--- config.mk ---
export PLATFORM = sky130hd
export DESIGN_NAME = tt_dfd_skid_buffer
export DESIGN_NICKNAME = d
export VERILOG_FILES = /design/src/rtl/tt_dfd_skid_buffer.sv
export SDC_FILE = /design/constraint.sdc
export NUM_CORES = 1
export LEC_CHECK = 0
export CAP_MARGIN = 20
export CORE_MARGIN = 2
export CORE_UTILIZATION = 49
export CTS_CLUSTER_SIZE = 14
export DETAILED_ROUTE_END_ITERATION = 16
export PLACE_DENSITY = 0.82
export SYNTH_ARGS = -nofsm -noshare
export SYNTH_HDL_FRONTEND = slang
export SYNTH_SLANG_ARGS = --single-unit
--- constraint.sdc ---
create_clock -name clk -period 4.24 [get_ports clk]
set_clock_uncertainty 0.2 [all_clocks]
set_input_delay 0.848 -clock clk [delete_from_list [all_inputs] [get_ports clk]]
set_output_delay 0.848 -clock clk [all_outputs]
set_load 0.02 [all_outputs]
--- src/rtl/tt_dfd_skid_buffer.sv ---
// Two-entry valid/ready register stage (output register + skid register).
// in_ready depends only on registered state, rst and flush, never on out_ready.
module tt_dfd_skid_buffer #(
    parameter int unsigned WIDTH       = 8,
    parameter int unsigned RESET_VALUE = 0,
    parameter bit          BYPASS      = 1'b0
) (
    input  logic             clk,
    input  logic             rst,
    input  logic             flush,
    input  logic             in_valid,
    input  logic [WIDTH-1:0] in_data,
    output logic             in_ready,
    output logic             out_valid,
    output logic [WIDTH-1:0] out_data,
    input  logic             out_ready,
    output logic [1:0]       occupancy
);

    localparam logic [WIDTH-1:0] RST_DATA = WIDTH'(RESET_VALUE);

    if (BYPASS) begin : g_bypass
        logic unused_bypass;
        assign unused_bypass = ^{clk, rst, flush};

        assign out_valid = in_valid;
        assign out_data  = in_data;
        assign in_ready  = out_ready;
        assign occupancy = 2'd0;
    end else begin : g_reg
        typedef enum logic [1:0] {
            EMPTY = 2'd0,
            BUSY  = 2'd1,
            FULL  = 2'd2
        } state_t;

        state_t           state;
        state_t           state_nxt;
        logic [WIDTH-1:0] skid;
        logic             accept;
        logic             take;
        logic             load_out_in;
        logic             load_out_skid;
        logic             load_skid;

        assign in_ready  = !rst && !flush && (state != FULL);
        assign out_valid = (state != EMPTY);
        assign occupancy = state;
        assign accept    = in_valid && in_ready;
        assign take      = out_valid && out_ready;

        always_comb begin
            state_nxt     = state;
            load_out_in   = 1'b0;
            load_out_skid = 1'b0;
            load_skid     = 1'b0;
            unique case (state)
                EMPTY: begin
                    if (accept) begin
                        state_nxt   = BUSY;
                        load_out_in = 1'b1;
                    end
                end
                BUSY: begin
                    if (accept && take) begin
                        load_out_in = 1'b1;
                    end else if (accept) begin
                        state_nxt = FULL;
                        load_skid = 1'b1;
                    end else if (take) begin
                        state_nxt = EMPTY;
                    end
                end
                FULL: begin
                    if (take) begin
                        state_nxt     = BUSY;
                        load_out_skid = 1'b1;
                    end
                end
                default: state_nxt = EMPTY;
            endcase
            // A take during flush is a final delivery; out_data must keep the delivered beat.
            if (flush) begin
                state_nxt     = EMPTY;
                load_out_in   = 1'b0;
                load_out_skid = 1'b0;
                load_skid     = 1'b0;
            end
        end

        always_ff @(posedge clk) begin
            if (rst) begin
                state    <= EMPTY;
                out_data <= RST_DATA;
                skid     <= RST_DATA;
            end else begin
                state <= state_nxt;
                if (load_out_in) begin
                    out_data <= in_data;
                end else if (load_out_skid) begin
                    out_data <= skid;
                end
                if (load_skid) begin
                    skid <= in_data;
                end
            end
        end
    end

endmodule

==> metrics.txt <==
Final Cycle Share roughly 80%; ANT cells 0; Placer Congestion between 0.7 and 0.8; WP data arrival about 2.3 ns; cell taking the most area after synthesis dfxtp_1; number of hold buffers added after cts 0; clk_lat worst skew 0.28 ns; met1 usage 24.64%; Hold WS 0.2835 ns; TritonCTS Buffers 3; f_max about 300 MHz; met2 usage 32.50%; postcts setup bufs 0; min cycle time layout 3.301 ns; Detailed Route Iter0 Violations 21; Post-Route WL ~1900 um; Yosys reg bits 18; total core area between 1500 and 2000 um^2; crit start category input pin; CTS sink cnt 18; ANT nets after route 0; die width approximately 46 um; Slowest-stage cell, CP clkdlybuf4s50_1; most used cell, CP clkdlybuf4s50_1; post-synthesis cell type count 26; initial antenna violation count 0; final hold violations 0; crit path from rst; hold path depth 2; leakage dissipation around 0.36 nW; gr busiest metal met2; Slew Viols, Final 0; post-layout worst setup margin about 0.94 ns; FF-to-FF Start occupancy[1]$_SDFFE_PP0P_; top cells by count, synth 18 x dfxtp_1, 10 x a21oi_1, 9 x mux2i_1; WHS Endpoint g_reg.skid[4]$_SDFFE_PP0P_; synth top area cells dfxtp_1 41%, mux2i_1 10%, a211oi_1 6.8%; Hold Path Class register to register; dpl hpwl between 1000 and 1500 um; unrepaired setup endpoints after global routing false; Vias 765; sequential area share after synthesis roughly two fifths; pre-CTS setup slack between 0.9 and 1 ns; first-pass GRT wire length about 3000 um; status finished, final reports clean; Ys Warns 0; Die Y roughly 46 um; Worst setup EP type primary output; Post-synth EDFFs 0; top_reg_cell synth dfxtp_1; final instance area 1142 um^2; PortBufs 24; CTS tree done; Synth Instances 93; top-area cell type share of the netlist area just over 40%; area growth from synthesis to layout 30.06%; pwr dens about 280 nW/um^2; FFs w/ async S/R, synth 0%; VDD IR max about 0.00016 V; clock root cell clkbuf_4; CP Buf/Inv Count 3; CP required 3.19 ns; layout cells sized above 1 13.04%; Avg Cell Area, Syn around 9.4 um^2; min-delay src g_reg.skid[4]$_SDFFE_PP0P_; Critical R2R Capture out_data[2]$_SDFFE_PP0P_; Resize count post-CTS 0; IO Pins 25; Vias/cell 5.464; GRT Overall Usage between 10% and 20%; Least-Margin Pin Slew 0.5153 ns; Worst Reg2Reg Path Length in Cells 3; kind of critical path input pin to primary output; Worst path top cell family by delay buffers and inverters; Worst-path clk slew approximately 0.09 ns; placed cells around 140; Area after DPL ~1100 um^2; Initial Util 51.43%; placement row count 15; final non-filler cell total 140; GRT overflow 0; maximum number of pins on one net before global-route repair 22; TritonRoute pass-1 iters 4; vias in the first global route approximately 700; met3 Use GR 3.922%; final setup TNS 0 ns; reg-to-reg slack, setup 2.35 ns; most common cell in the synthesized netlist dfxtp_1; max_slew headroom between 60% and 70%; Max-Cap Viols 0; final count of negative-setup-slack endpoints 0; # H-tree levels 1; full die area around 2100 um^2; worst-path maximum fanout 21; Mapped Area 878.3 um^2; Final #Nets 130; crit-path max cell delay between 0.6 and 0.7 ns; drt wl/cell between 10 and 15 um; CTS max path bufs 2; worst-path cell chain clkdlybuf4s50_1 -> buf_4 -> nor3_1 -> clkdlybuf4s50_1; DRC errors left 0; syn_nets about 110; fill cell count roughly 140
[cell usage in the layout (no fill, tap or decap)]
master / instances
buf_4: 3
clkdlybuf4s50_1: 24
clkbuf_4: 3
or2b_2: 1
a21oi_1: 10
nand2_1: 2
nor3_2: 2
and2b_1: 1
nor3_1: 7
nand3_1: 8
nor4bb_2: 1
mux2i_1: 9
dfxtp_1: 18
nor2b_1: 2
or2_2: 1
nor4b_4: 1
o21a_1: 1
or3b_2: 1
nor2_1: 2
o21ai_2: 1
or4b_4: 1
o21ai_1: 7
a211oi_1: 8
nor4_1: 1
[state kept, by name (all words and copies together) (netlist names)]
register    cells
occupancy       2
out_data        8
g_reg.skid      8
[power breakdown]
group	switching, mW	leakage (nW)	internal, mW
sequential	0.00341	0.146	0.174
clock	0.0481	0.0138	0.0329
combinational	0.0275	0.201	0.0286
total	0.0789	0.361	0.235
[stage by stage]
| step | total power [mW] | utilization (%) |
|---|---|---|
| finish | 0.3144 | 66.89 |
| global route | 0.3307 | 66.89 |
| CTS | 0.3169 | 66.89 |
| detailed placement | 0.2373 | 65.57 |
| global placement | 0.2364 | 65.57 |
| floorplan | 0.2089 | - |
[tightest hold or removal path: stages, from the launching register on]
cell,delay [ns]
dfxtp_1,0.34
o21ai_2,0.05
a21oi_1,0.06
[metal layers]
metal	up-vias	routed length (um)
met5	-	0
met4	0	8
met3	2	104
met2	28	872
met1	344	877
li1	391	-
[worst max-delay path by stage]
| stage | end | slack [ns] | depth (start not counted) |
|---|---|---|---|
| after floorplan | in_ready | 1.45 | 3 |
| after detailed placement | in_ready | 0.95 | 4 |
| final | in_ready | 0.94 | 4 |
| after global routing | in_ready | 0.86 | 4 |
| after CTS | in_ready | 0.93 | 4 |
| after global placement | in_ready | 0.93 | 4 |
[cell families (layout without fill, tap and decap cells)]
kind of cell,after synthesis,after routing,share of synthesized area [%]
AO/OA/AOI/OAI,27,27,18.38
buffers and inverters,8,30,6.694
flip-flops,18,18,41.03
multiplexers,9,9,10.26
AND/OR/NAND/NOR,31,31,23.65
[cell type report]
| type | instances | area, um^2 | area share, % |
|---|---|---|---|
| Sequential cell | 18 | 360.3 | 31.54 |
| Multi-Input combinational cell | 67 | 465.4 | 40.74 |
| Clock buffer | 3 | 22.52 | 1.972 |
| Timing Repair Buffer | 27 | 262.8 | 23.00 |
| Tap cell | 25 | 31.28 | 2.738 |
No activity file was read; power rests on OpenSTA's default activity.
==> RTL change 1: new RTL, same flow settings <==
Set the parameter `WIDTH` to 7 (it was 8).
--- a/src/rtl/tt_dfd_skid_buffer.sv
+++ b/src/rtl/tt_dfd_skid_buffer.sv
@@ -2,5 +2,5 @@
 // in_ready depends only on registered state, rst and flush, never on out_ready.
 module tt_dfd_skid_buffer #(
-    parameter int unsigned WIDTH       = 8,
+    parameter int unsigned WIDTH       = 7,
     parameter int unsigned RESET_VALUE = 0,
     parameter bit          BYPASS      = 1'b0
Interface: changed (resized in_data and out_data); port bits go from 25 to 23. No check against the original RTL was run, so the function may have changed too.
==> RTL change 1 against the unedited design <==
Critical path depth shrank 1. Core utilization grew 1.7 points. Combinational power decreased by 7.7%. Design area shrank 9.5%. Total power decreased by 1.5%. First-iteration DRC count shrank 43%. Clock power up 25%. Cell count decreased by 14%. Area after synthesis down 10%. Sequential cell count decreased by 2. Worst setup slack improved by 9.6 ps. Routed wire length decreased by 7.4%. Critical endpoint unchanged.
==> RTL change 1: results (changes against the unedited design) <==
Drt total wl - 1730 µm (-7.4%)
Non-filler cells, final - 120 (-14%)
Hold Path Origin - g_reg.skid[3]
Final worst-path cycle share - 77.6% (-0.23 points)
First-pass GRT wire length - 2880 µm (-3.9%)
Hold Crit Depth - 2 (unchanged)
Total global-route track usage - 19.8% (+0.20 points)
Yosys Warn Count - 0 (unchanged)
Share of cells above drive strength 1 - 12.5% (-0.54 points)
Cell variety after synth - 24 (-7.7%)
Area contributors post-synth - dfxtp_1 (41%), mux2i_1 (10%), a211oi_1 (6.6%)
Actual transition at the worst max-transition pin - 503 ps (-12.3 ps)
Largest net degree at the start of global routing - 19 (-14%)
DR iter-0 viols - 12 (-43%)
Port Buffers - 22 (-8.3%)
Final hold slack - 286 ps (+2.43 ps)
Drt pass-1 iters - 4 (unchanged)
TritonCTS Buffers - 3 (unchanged)
Sequential area share after synthesis - 40.5% (-0.52 points)
Layout fillers - 122 (-15%)
Most frequent cells after synthesis - dfxtp_1 (16), a21oi_1 (9), mux2i_1 (8)
Reg2reg path depth - 3 (unchanged)
Drt via density - 5.83 (+6.8%)
Worst R2R End - out_data[0]
Vias in the first global route - 652 (-7.1%)
Synthesized Nets - 95 (-10%)
Crit path from - flush
Synthesized area per cell - 9.53 µm² (+0.88%)
Place WS - 968 ps (+20.1 ps)
R2R Setup Slk - 2490 ps (+140 ps)
Mux contribution to synthesized area - 10.1% (-0.13 points)
Worst Hold End - g_reg.skid[3]
DP HPWL - 1160 µm (-10%)
CTS root buffer - clkbuf_4
Status - completed
GP Congestion - 0.680 (-9.7%)
Synth Area in Compound Gates - 17.7% (-0.65 points)
Clk slew on worst S/H paths - 90 ps (about the same)
Worst VDD drop - 0.210 mV (+29%)
Crit path max fanout - 6 (-71%)
Dpl cell area - 997 µm² (-11%)
Leakage dissipation - 0.338 nW (-6.4%)
Layout Nets - 117 (-10%)
## RTL change 1: routing by layer
| layer | GRT usage [%] | routed length [µm] | vias to the layer above |
|---|---|---|---|
| met3 | 4.08 | 90 | 2 |
| met4 | 7.27 | 17 | 0 |
| met1 | 25.9 | 816 | 323 |
| met2 | 32.1 | 802 | 24 |
| li1 | - | - | 351 |
| met5 | 0 | 0 | - |
## RTL change 1: layout make-up
cell class / instances / area [µm²] / area share [%]
Multi-Input combinational cell: 61 / 429 / 41.5
Sequential cell: 16 / 320 / 31.0
Timing Repair Buffer: 23 / 228 / 22.0
Clock buffer: 4 / 36.3 / 3.51
Tap cell: 16 / 20.0 / 1.94
## RTL change 1: critical path: stages
cell	delay [ps]
clkdlybuf4s50_1	520
nor3_1	240
clkdlybuf4s50_1	630
## RTL change 1: power by group
part / internal (mW) / leakage (nW) / switching [mW]
sequential: 0.155 / 0.130 / 0.00289
combinational: 0.0262 / 0.187 / 0.0256
clock: 0.0522 / 0.0210 / 0.0483
total: 0.233 / 0.338 / 0.0767
==> RTL change 2: new RTL, same flow settings <==
Without the edit above. Reset style: asynchronous (`rst`), changed in one clocked block.
--- a/src/rtl/tt_dfd_skid_buffer.sv
+++ b/src/rtl/tt_dfd_skid_buffer.sv
@@ -89,5 +89,5 @@
         end
 
-        always_ff @(posedge clk) begin
+        always_ff @(posedge clk or posedge rst) begin
             if (rst) begin
                 state    <= EMPTY;
Behaviour: differs if rst is asserted again (counterexample within 4 cycles, from zero or initial values and one cycle with rst high); with rst held inactive, the same outputs for 10 cycles.
==> RTL change 2 against the unedited design <==
Sequential cell count is the same. Worst setup slack better by 26 ps. Largest cell class is now registers. Design area is 0.33% higher. Critical path depth decreased by 1. Routed wire length shrank 5.5%. Critical endpoint unchanged. Critical path type unchanged. Synthesized cell count decreased by 33%. Area after synthesis decreased by 2.6%.
Power is not compared: it rests on default switching activity, and its combinational part moved more than twofold at a synthesized area within 25%.
==> RTL change 2: results (changes against the unedited design) <==
First-pass GRT wire length - 2910 µm (-2.8%)
Hold Crit Depth - 1 (-1)
Multi-In Gates - 42 (-37%)
Final hold slack - 314 ps (+30.2 ps)
Worst R2R End - out_data[4]
GP Congestion - 0.836 (+11%)
Status - completed
Clk Latency, worst-skew pair - 290 ps
Syn Std Cell Area - 856 µm² (-2.6%)
Port Buffers - 24 (unchanged)
Share of cells above drive strength 1 - 18.0% (+4.9 points)
Sequential area share after synthesis - 52.6% (+12 points)
Fin worst setup slack - 965 ps (+25.8 ps)
ClkCell Share - 3.17% (+1.2 points)
RR Startpoint - occupancy[1]
Placed insts - 102 (-26%)
Met3 usage - 4.76% (+0.84 points)
Yosys Warn Count - 0 (unchanged)
Met1 Use GR - 28.4% (+3.7 points)
Area contributors post-synth - dfrtp_1 (53%), mux2_4 (14%), a221o_1 (9.4%)
Cell variety after synth - 18 (-31%)
Most frequent cells after synthesis - dfrtp_1 (18), and2_1 (9), a221o_1 (8), mux2_4 (8), nand2b_1 (3)
Layout fillers - 119 (-17%)
Total global-route track usage - 20.5% (+0.90 points)
Nonclk inv count - 1 (+1)
Total power - 0.434 mW
Largest net degree at the start of global routing - 19 (-14%)
Worst Hold End - g_reg.skid[2]
WL/cell - 16.6 µm (+25%)
Largest cell class - registers
Sw power - 0.114 mW
Vias in the first global route - 573 (-18%)
Leakage dissipation - 0.535 nW
Multi-input combinational area share - 34.4% (-6.4 points)
Ys async rst share - 100% (+100 points)
Post-Syn Instances - 62 (-33%)
Initial antenna violation count - 0 (unchanged)
Hold Path Origin - g_reg.skid[2]
Register area - 450 µm² (+25%)
Buffers, non-clock - 24 (-11%)
Dpl cell area - 0.00111 mm² (-0.89%)
Place WS - 965 ps (+17.5 ps)
Slew margin rel. - 54.9% (-11 points)
DR iter-0 viols - 16 (-24%)
R2R Setup Slk - 2480 ps (+130 ps)
CP arrival - 2230 ps (-20 ps)
Top cell family by delay on the critical path - buffers and inverters
Vias post-DR - 611 (-20%)
Drt total wl - 1760 µm (-5.5%)
Synthesized Nets - 75 (-29%)
Top_reg_cell synth - dfrtp_1
Crit path from - rst
DP HPWL - 1280 µm (-0.71%)
# Post-CTS Setup Buffers - 0 (unchanged)
Clock buf count - 4 (+1)
Comb group - 0.115 mW
Crit path max fanout - 5 (-76%)
Non-clock buffering overhead - 21.0% (-2.0 points)
Grt met2 use - 30.1% (-2.4 points)
Worst-case clock buffer depth - 2 (unchanged)
[RTL change 2: cell count changes after synthesis, moves of 3 or more]
| cell | delta |
|---|---|
| dfrtp_1 | +18 |
| dfxtp_1 | -18 |
| and2_1 | +9 |
| mux2i_1 | -9 |
| a211oi_1 | -8 |
| a21oi_1 | -8 |
| a221o_1 | +8 |
| mux2_4 | +8 |
| nand3_1 | -8 |
| o21ai_1 | -7 |
| nor3_1 | -5 |
| nand2b_1 | +3 |
[RTL change 2: kinds of logic after synthesis]
kind of cell	Yosys count	share of synthesized area (%)
DFF	18	52.6
and+or+nand+nor	21	18.6
buffers and inverters	2	1.32
xor gates and xnor gates	1	1.02
AOI/OAI and AO/OA	12	12.4
muxes	8	14.0
[RTL change 2: layer usage]
metal | wire length, µm | up-vias
li1 | - | 283
met1 | 799 | 311
met2 | 863 | 15
met3 | 77 | 2
met4 | 19 | 0
met5 | 0 | -
